$ cat src/rtl/servo_slew_ctrl.sv
`default_nettype none
// ============================================================================
// Module   : servo_slew_ctrl
// Brief    : Clamps servo width commands and slews the PWM high-time by at
//            most STEP counts per frame.
// Revision : 1.0
// ============================================================================
module servo_slew_ctrl #(
    parameter int unsigned      WIDTH     = 32,
    parameter logic [WIDTH-1:0] MIN_WIDTH = WIDTH'(200000),
    parameter logic [WIDTH-1:0] MAX_WIDTH = WIDTH'(400000),
    parameter logic [WIDTH-1:0] CENTER    = WIDTH'(330000),
    parameter logic [WIDTH-1:0] STEP      = WIDTH'(2000)
) (
    input  logic             clock_clk,
    input  logic             reset_low,
    input  logic             cmd_valid,
    output logic             cmd_ready,
    input  logic [WIDTH-1:0] cmd_width,
    input  logic             frame_start,
    output logic [WIDTH-1:0] pulse_width,
    output logic             busy,
    output logic             at_target,
    output logic             clamp_err
);

    typedef enum logic [0:0] {
        ST_IDLE = 1'b0,
        ST_SLEW = 1'b1
    } state_t;

    localparam logic [WIDTH:0] C_STEP_EXT = {1'b0, STEP};

    state_t            state_q, state_d;
    logic [WIDTH-1:0]  pulse_width_q, pulse_width_d;
    logic [WIDTH-1:0]  target_q, target_d;
    logic [WIDTH-1:0]  pending_q, pending_d;
    logic              pending_valid_q, pending_valid_d;
    logic              clamp_err_q, clamp_err_d;

    logic              w_accept;
    logic              w_too_low;
    logic              w_too_high;
    logic [WIDTH-1:0]  w_clamped;
    logic [WIDTH-1:0]  w_target_eff;
    logic signed [WIDTH:0] w_diff;
    logic [WIDTH:0]    w_mag;

    always_ff @(posedge clock_clk or negedge reset_low) begin
        if (!reset_low) begin
            state_q         <= ST_IDLE;
            pulse_width_q   <= CENTER;
            target_q        <= CENTER;
            pending_q       <= CENTER;
            pending_valid_q <= 1'b0;
            clamp_err_q     <= 1'b0;
        end else begin
            state_q         <= state_d;
            pulse_width_q   <= pulse_width_d;
            target_q        <= target_d;
            pending_q       <= pending_d;
            pending_valid_q <= pending_valid_d;
            clamp_err_q     <= clamp_err_d;
        end
    end

    always_comb begin
        w_accept   = cmd_valid && !pending_valid_q;
        w_too_low  = cmd_width < MIN_WIDTH;
        w_too_high = cmd_width > MAX_WIDTH;
        w_clamped  = w_too_low ? MIN_WIDTH : (w_too_high ? MAX_WIDTH : cmd_width);

        // A frame that consumes the pending slot steps toward the new target.
        w_target_eff = (frame_start && pending_valid_q) ? pending_q : target_q;
        w_diff = $signed({1'b0, w_target_eff}) - $signed({1'b0, pulse_width_q});
        w_mag  = w_diff[WIDTH] ? $unsigned(-w_diff) : $unsigned(w_diff);

        state_d         = state_q;
        pulse_width_d   = pulse_width_q;
        target_d        = target_q;
        pending_d       = pending_q;
        pending_valid_d = pending_valid_q;
        clamp_err_d     = w_accept && (w_too_low || w_too_high);

        if (w_accept) begin
            pending_d       = w_clamped;
            pending_valid_d = 1'b1;
        end

        if (frame_start) begin
            target_d = w_target_eff;
            if (pending_valid_q) begin
                pending_valid_d = 1'b0;
            end
            if (w_mag <= C_STEP_EXT) begin
                pulse_width_d = w_target_eff;
                state_d       = ST_IDLE;
            end else begin
                pulse_width_d = w_diff[WIDTH] ? (pulse_width_q - STEP) : (pulse_width_q + STEP);
                state_d       = ST_SLEW;
            end
        end
    end

    assign cmd_ready   = !pending_valid_q;
    assign pulse_width = pulse_width_q;
    assign busy        = (state_q == ST_SLEW);
    assign at_target   = (state_q == ST_IDLE);
    assign clamp_err   = clamp_err_q;

endmodule
`default_nettype wire
$ cat config.mk
export PLATFORM = sky130hd
export DESIGN_NAME = servo_slew_ctrl
export DESIGN_NICKNAME = d
export VERILOG_FILES = /design/src/rtl/servo_slew_ctrl.sv
export SDC_FILE = /design/constraint.sdc
export NUM_CORES = 1
export LEC_CHECK = 0
export ABC_AREA = 1
export BUFFER_PORTS_ARGS = -buffer_cell sky130_fd_sc_hd__buf_2
export CAP_MARGIN = 10
export CELL_PAD_IN_SITES_DETAIL_PLACEMENT = 1
export CELL_PAD_IN_SITES_GLOBAL_PLACEMENT = 1
export CORE_AREA = 2 2 146 148
export DETAILED_ROUTE_END_ITERATION = 10
export DIE_AREA = 0 0 148 150
export GPL_TIMING_DRIVEN = 0
export PLACE_DENSITY = 0.91
export SETUP_SLACK_MARGIN = 0.02
export SYNTH_ARGS = -nofsm -noshare
export SYNTH_HDL_FRONTEND = slang
export SYNTH_SLANG_ARGS = --single-unit
$ cat constraint.sdc
create_clock -name clock_clk -period 12.3 [get_ports clock_clk]
set_input_delay 1.845 -clock clock_clk [delete_from_list [all_inputs] [get_ports clock_clk]]
set_output_delay 1.845 -clock clock_clk [all_outputs]
set_load 0.01 [all_outputs]
---- Word level (Yosys, flattened, before mapping) ----
Index checks and enable logic that the tools add are counted.
storage, ports and cells
  bits in registers ....................... 99
  input bits .............................. 36
  output and inout bits ................... 36
  word-level logic and storage cells ...... 29
cells by class
  add/sub/neg operators ................... 4
  $lt $le $gt $ge ......................... 3
  muxes and demuxes ....................... 10
  bitwise operators ....................... 1
  reductions and logical operators ........ 5
operator list
  kind                                                              number
  two-way mux 32 bit                                                5
  less-or-equal comparator 33 x 11 -> 1 bit, second input constant  1
  two-way mux 33 bit                                                1
  negation 33 bit                                                   1
  subtractor 32 x 32 -> 33 bit                                      1
  adder 32 x 11 -> 32 bit, second input constant                    1
  > comparator 32 x 19 -> 1 bit, second input constant              1
  < comparator 32 x 18 -> 1 bit, second input constant              1
  subtractor 32 x 11 -> 32 bit, second input constant               1
  two-way mux 1 bit                                                 4
  logical AND 1 bit                                                 3
  logical NOT 1 bit                                                 1
  logical OR 1 bit                                                  1
  NOT 1 bit                                                         1

---- Depth between registers and ports, before layout ----
  depth in word-level cells ............... 7
  mapped depth ............................ 35

---- Worst setup path after synthesis ----
Ideal clock, no wire load.
  kind .................................... input-to-reg
  start point ............................. in frame_start
  end point ............................... reg pulse_width_q[24] (netlist: pulse_width[24])
  library setup time ...................... 125 ps
  arrival time ............................ 6408 ps
  data required time ...................... 12175 ps
  path slack .............................. 5767 ps
  cell stages on the path ................. 31
  buffers on the path ..................... 3
  path through ............................ nand2_1 > clkbuf_1 > clkbuf_1 > o21ai_0 > fa_1 > nand2_1 > nand2_1 > nand2_1 > inv_1 > nand2_1 > nand3_2 > nand3_2 > nand2_1 > nand2_1 > nand2_1 > buf_6 > fa_1 > o21ai_0 > nand2_1 > nand2_1 > a21oi_1 > o21ai_0 > a21oi_1 > o21ai_0 > a21boi_0 > o21ai_0 > nand2_1 > nand3_1 > nand2_1 > nand3_2 > nand3_1
on the way
  cells in the longest elaborated chain, start to end .. 7
  elaborated cells between the ends (all ways) .. 8
  those cells by class .................... add/sub: 2; order compare: 1; mux: 4; reduce/logical: 1
RTL lines
  element                                    line  RTL
  start, declared                            20    input logic frame_start,
  logical AND 1 bit *                        74    w_target_eff = (frame_start && pending_valid_q) ? pending_q : target_q;
  two-way mux 32 bit *                       74
  via w_target_eff[1]                        45    logic [WIDTH-1:0] w_target_eff;
  subtractor 32 x 32 -> 33 bit *             75    w_diff = $signed({1'b0, w_target_eff}) - $signed({1'b0, pulse_width_q});
  negation 33 bit                            76    w_mag = w_diff[WIDTH] ? $unsigned(-w_diff) : $unsigned(w_diff);
  two-way mux 33 bit                         76
  less-or-equal comparator 33 x 11 -> 1 bit  95    if (w_mag <= C_STEP_EXT) begin
  two-way mux 32 bit *                       95
  end signal, assigned                       59    pulse_width_q <= pulse_width_d;
  end, declared                              35    logic [WIDTH-1:0] pulse_width_q, pulse_width_d;
The timed path passes the listed nets; every way through them passes the cells marked *.
A chain may end at the register's enable or synchronous reset.

---- Worst setup path in the final report ----
Ends and elaborated chain as after synthesis.

==> results.ini <==
[placed_design]
dp_slack_ns = 3.379
routabilityCongestion = 0.8896
dp_hpwl_mm = 27.29
io_buffers = 71

[yosys]
yosys.cell_types.count = 47
syn_area_um2 = 9585
async_flop_share_pct = 100.0
yosysTopAreaCellShare_pct = 21.93
ys_warn_count = 0
ys_seq_elements = 99
syn_nets = 1641
synth.area.top_cells = dfrtp_1, nand2_1, inv_1
yosysSeqAreaShare_pct = 26.04
ys.flop_type = dfrtp_1
synth_top_cell_by_area = dfrtp_1
synth_edf_count = 0
avgSynthCellArea_um2 = 6.208
netlist_instances = 1544

[global_route]
grt_pass1_wl_mm = 55.37
grt_max_degree = 71
grt_pass1_vias = 11180
globalRoute.totalOverflow = 0
grt_usage_pct = 31.18
antenna_found_initial = 0

[drt]
drt_pass1_iterations = 5
routedWlPerCell_um = 18.01
vias = 10680
dr.first_iter.drc_count = 560
ant_nets = 0
viasPerCell = 5.601
drc = 0
routed_wl_mm = 34.35

[timing]
setup_viol = 0
setup-tns-final_ns = 0
finClkSkew_ns = 0.01189
rsz0062_at_grt = false
fin_crit_ns = 8.722
slew-limit-headroom_pct = 40.29
fmax_ghz = 0.1147
drv_slew = 0
worst_slew_pin_slew_ns = 0.8863
finalHoldViolCount = 0
fin_crit_sh_pct = 70.91
fin_ws_ns = 3.578

[power]
seqPwrFrac_pct = 19.2
power_frac_comb_pct = 69.6
intPower_mw = 1.109
p_sw_share_pct = 55.58
p_leak_nw = 5.826
powerDensity_nw_per_um2 = 235.6
p_total_mw = 2.496
vdd_ir_drop_max_mv = 0.1164
pwr-share-clk_pct = 11.2
p_sw_mw = 1.387

[clock_tree]
postCtsHoldBufs = 0
cts.clk_slew.worst_paths_ns = 0.08
cts_buffers = 9
h-tree-depth = 3
root_buffer = clkbuf_16
cts_buffer_depth = 2
cts_tree = yes
cts.sinks = 99
cts_setup_buffers = 0
post_cts_resized = 0
insertion_delay_ns = 0.36

[die]
start_util_pct = 46.33
rows = 53
core_area_um2 = 20690
die_w_um = 148
die_area_um2 = 22200
die_y_um = 150
ioPinCount = 72

[outcome]
run_status = finished clean

[finish]
n_antenna_cell = 0
area_growth_pct = 10.56
drive_gt1_share_pct = 11.34
nets = 1724

[critical_path]
required_ns = 12.53
path_delay_family = compound AO/OA/AOI/OAI gates
reg2reg_depth = 28
path_max_fanout = 30
arrival_ns = 8.95
cp-start-kind = input pin
critPathBufInv = 6
slowest_delay_ns = 0.67
critPathCaptureType = flop
crit_slowest_cell = o21ai_0
path_depth = 29
worst_path_most_repeated_cell = nand2_1
crit_type = input pin to flop

[min_path]
hold_path_class = flop to flop
whs_path_depth = 2

[flow_run]
cap_violations = 0

cells in the mapped netlist (16+ instances only):
master	number
a21oi_1	59
clkbuf_1	20
dfrtp_1	84
ha_1	59
inv_1	241
nand2_1	477
nand2_2	18
nand3_1	141
nand3_2	16
nand4_1	52
nor2_1	124
o21ai_0	91
xor2_1	24
cell type report:
type	count	area, um2
fillers	2978	10090
repair buffers	72	385.4
flip-flops and latches	99	2496
inverters	253	949.7
well taps	275	344.1
clock inverters	7	57.56
plain buffers	36	182.7
multi-input cells	1156	5957
clock buffers	9	225.2
routing by layer:
layer  track usage [%]  up-vias  share of wire [%]
met5                 0        -                  0
met4             14.57        0                4.5
met3             3.232      105                4.2
met2             55.88      327                 49
met1             37.57     5132                 42
li1                  -     5117                  -
worst min-delay path, cell delays in order, from the launching register on:
cell	delay, ns
dfrtp_1	0.33
nand2_1	0.06
o21ai_0	0.06
cell families (layout without fill, tap and decap cells):
logic type,after synthesis,count (layout),share of synthesized area (%)
flip-flops,99,99,26.04
adder cells (fa/ha/maj),61,61,8.119
AO/OA/AOI/OAI,179,179,10.02
buffers and inverters,289,377,11.81
XOR/XNOR,34,34,3.107
AND/OR/NAND/NOR,882,882,40.90
worst paths after layout:
kind / from / end / slack [ns]
hold / removal: target_q[9] / target_q[9] / 0.48
min in group asynchronous: reset_low / pulse_width[28] / 1.42
setup / recovery: frame_start / pulse_width[24] / 3.58
hold reg to reg: target_q[9] / target_q[9] / 0.48
setup reg to reg: pending_valid_q / pulse_width[24] / 4.83
max in group asynchronous: reset_low / pulse_width[11] / 10.11
per-stage QoR:
step / hold WS [ns] / utilization (%) / area (um2) / std cells
floorplan: 0.4428 / - / 9585 / 1544
global placement: 0.4548 / 49.71 / 10280 / 1890
detailed placement: 0.4623 / 49.85 / 10310 / 1891
CTS: 0.4821 / 51.22 / 10600 / 1907
global route: 0.5041 / 51.22 / 10600 / 1907
finish: 0.4835 / 51.22 / 10600 / 1907
cells in the final DEF, fill, tap and decap left out, drive strengths merged, types with 3 or more instances in the layout:
| cell type | n |
|---|---|
| nor4 | 5 |
| nor2 | 142 |
| dfstp | 15 |
| o21bai | 3 |
| nand2 | 495 |
| nand3b | 5 |
| clkinv | 3 |
| a21boi | 3 |
| buf | 88 |
| a21oi | 60 |
| or2 | 3 |
| o21ai | 94 |
| nand3 | 157 |
| inv | 255 |
| dfrtp | 84 |
| o21a | 3 |
| ha | 59 |
| and2 | 4 |
| xnor2 | 10 |
| clkbuf | 29 |
| a31oi | 5 |
| nor3 | 15 |
| xor2 | 24 |
| nand4 | 52 |
power by group through the flow:
stage	Combinational, mW	Clock, mW	Sequential (mW)
after floorplan	1.24	0	0.467
after global placement	1.62	0	0.476
after detailed placement	1.70	0	0.479
after CTS	1.72	0.280	0.475
after global routing	1.95	0.292	0.483
final	1.74	0.280	0.478
flip-flops by register name (all words and copies together) (netlist names):
register and cells:
pulse_width 32, clamp_err 1, pending_valid_q 1, pending_q 32, busy 1, target_q 32
Note: power is estimated with default switching activity, not from simulation.
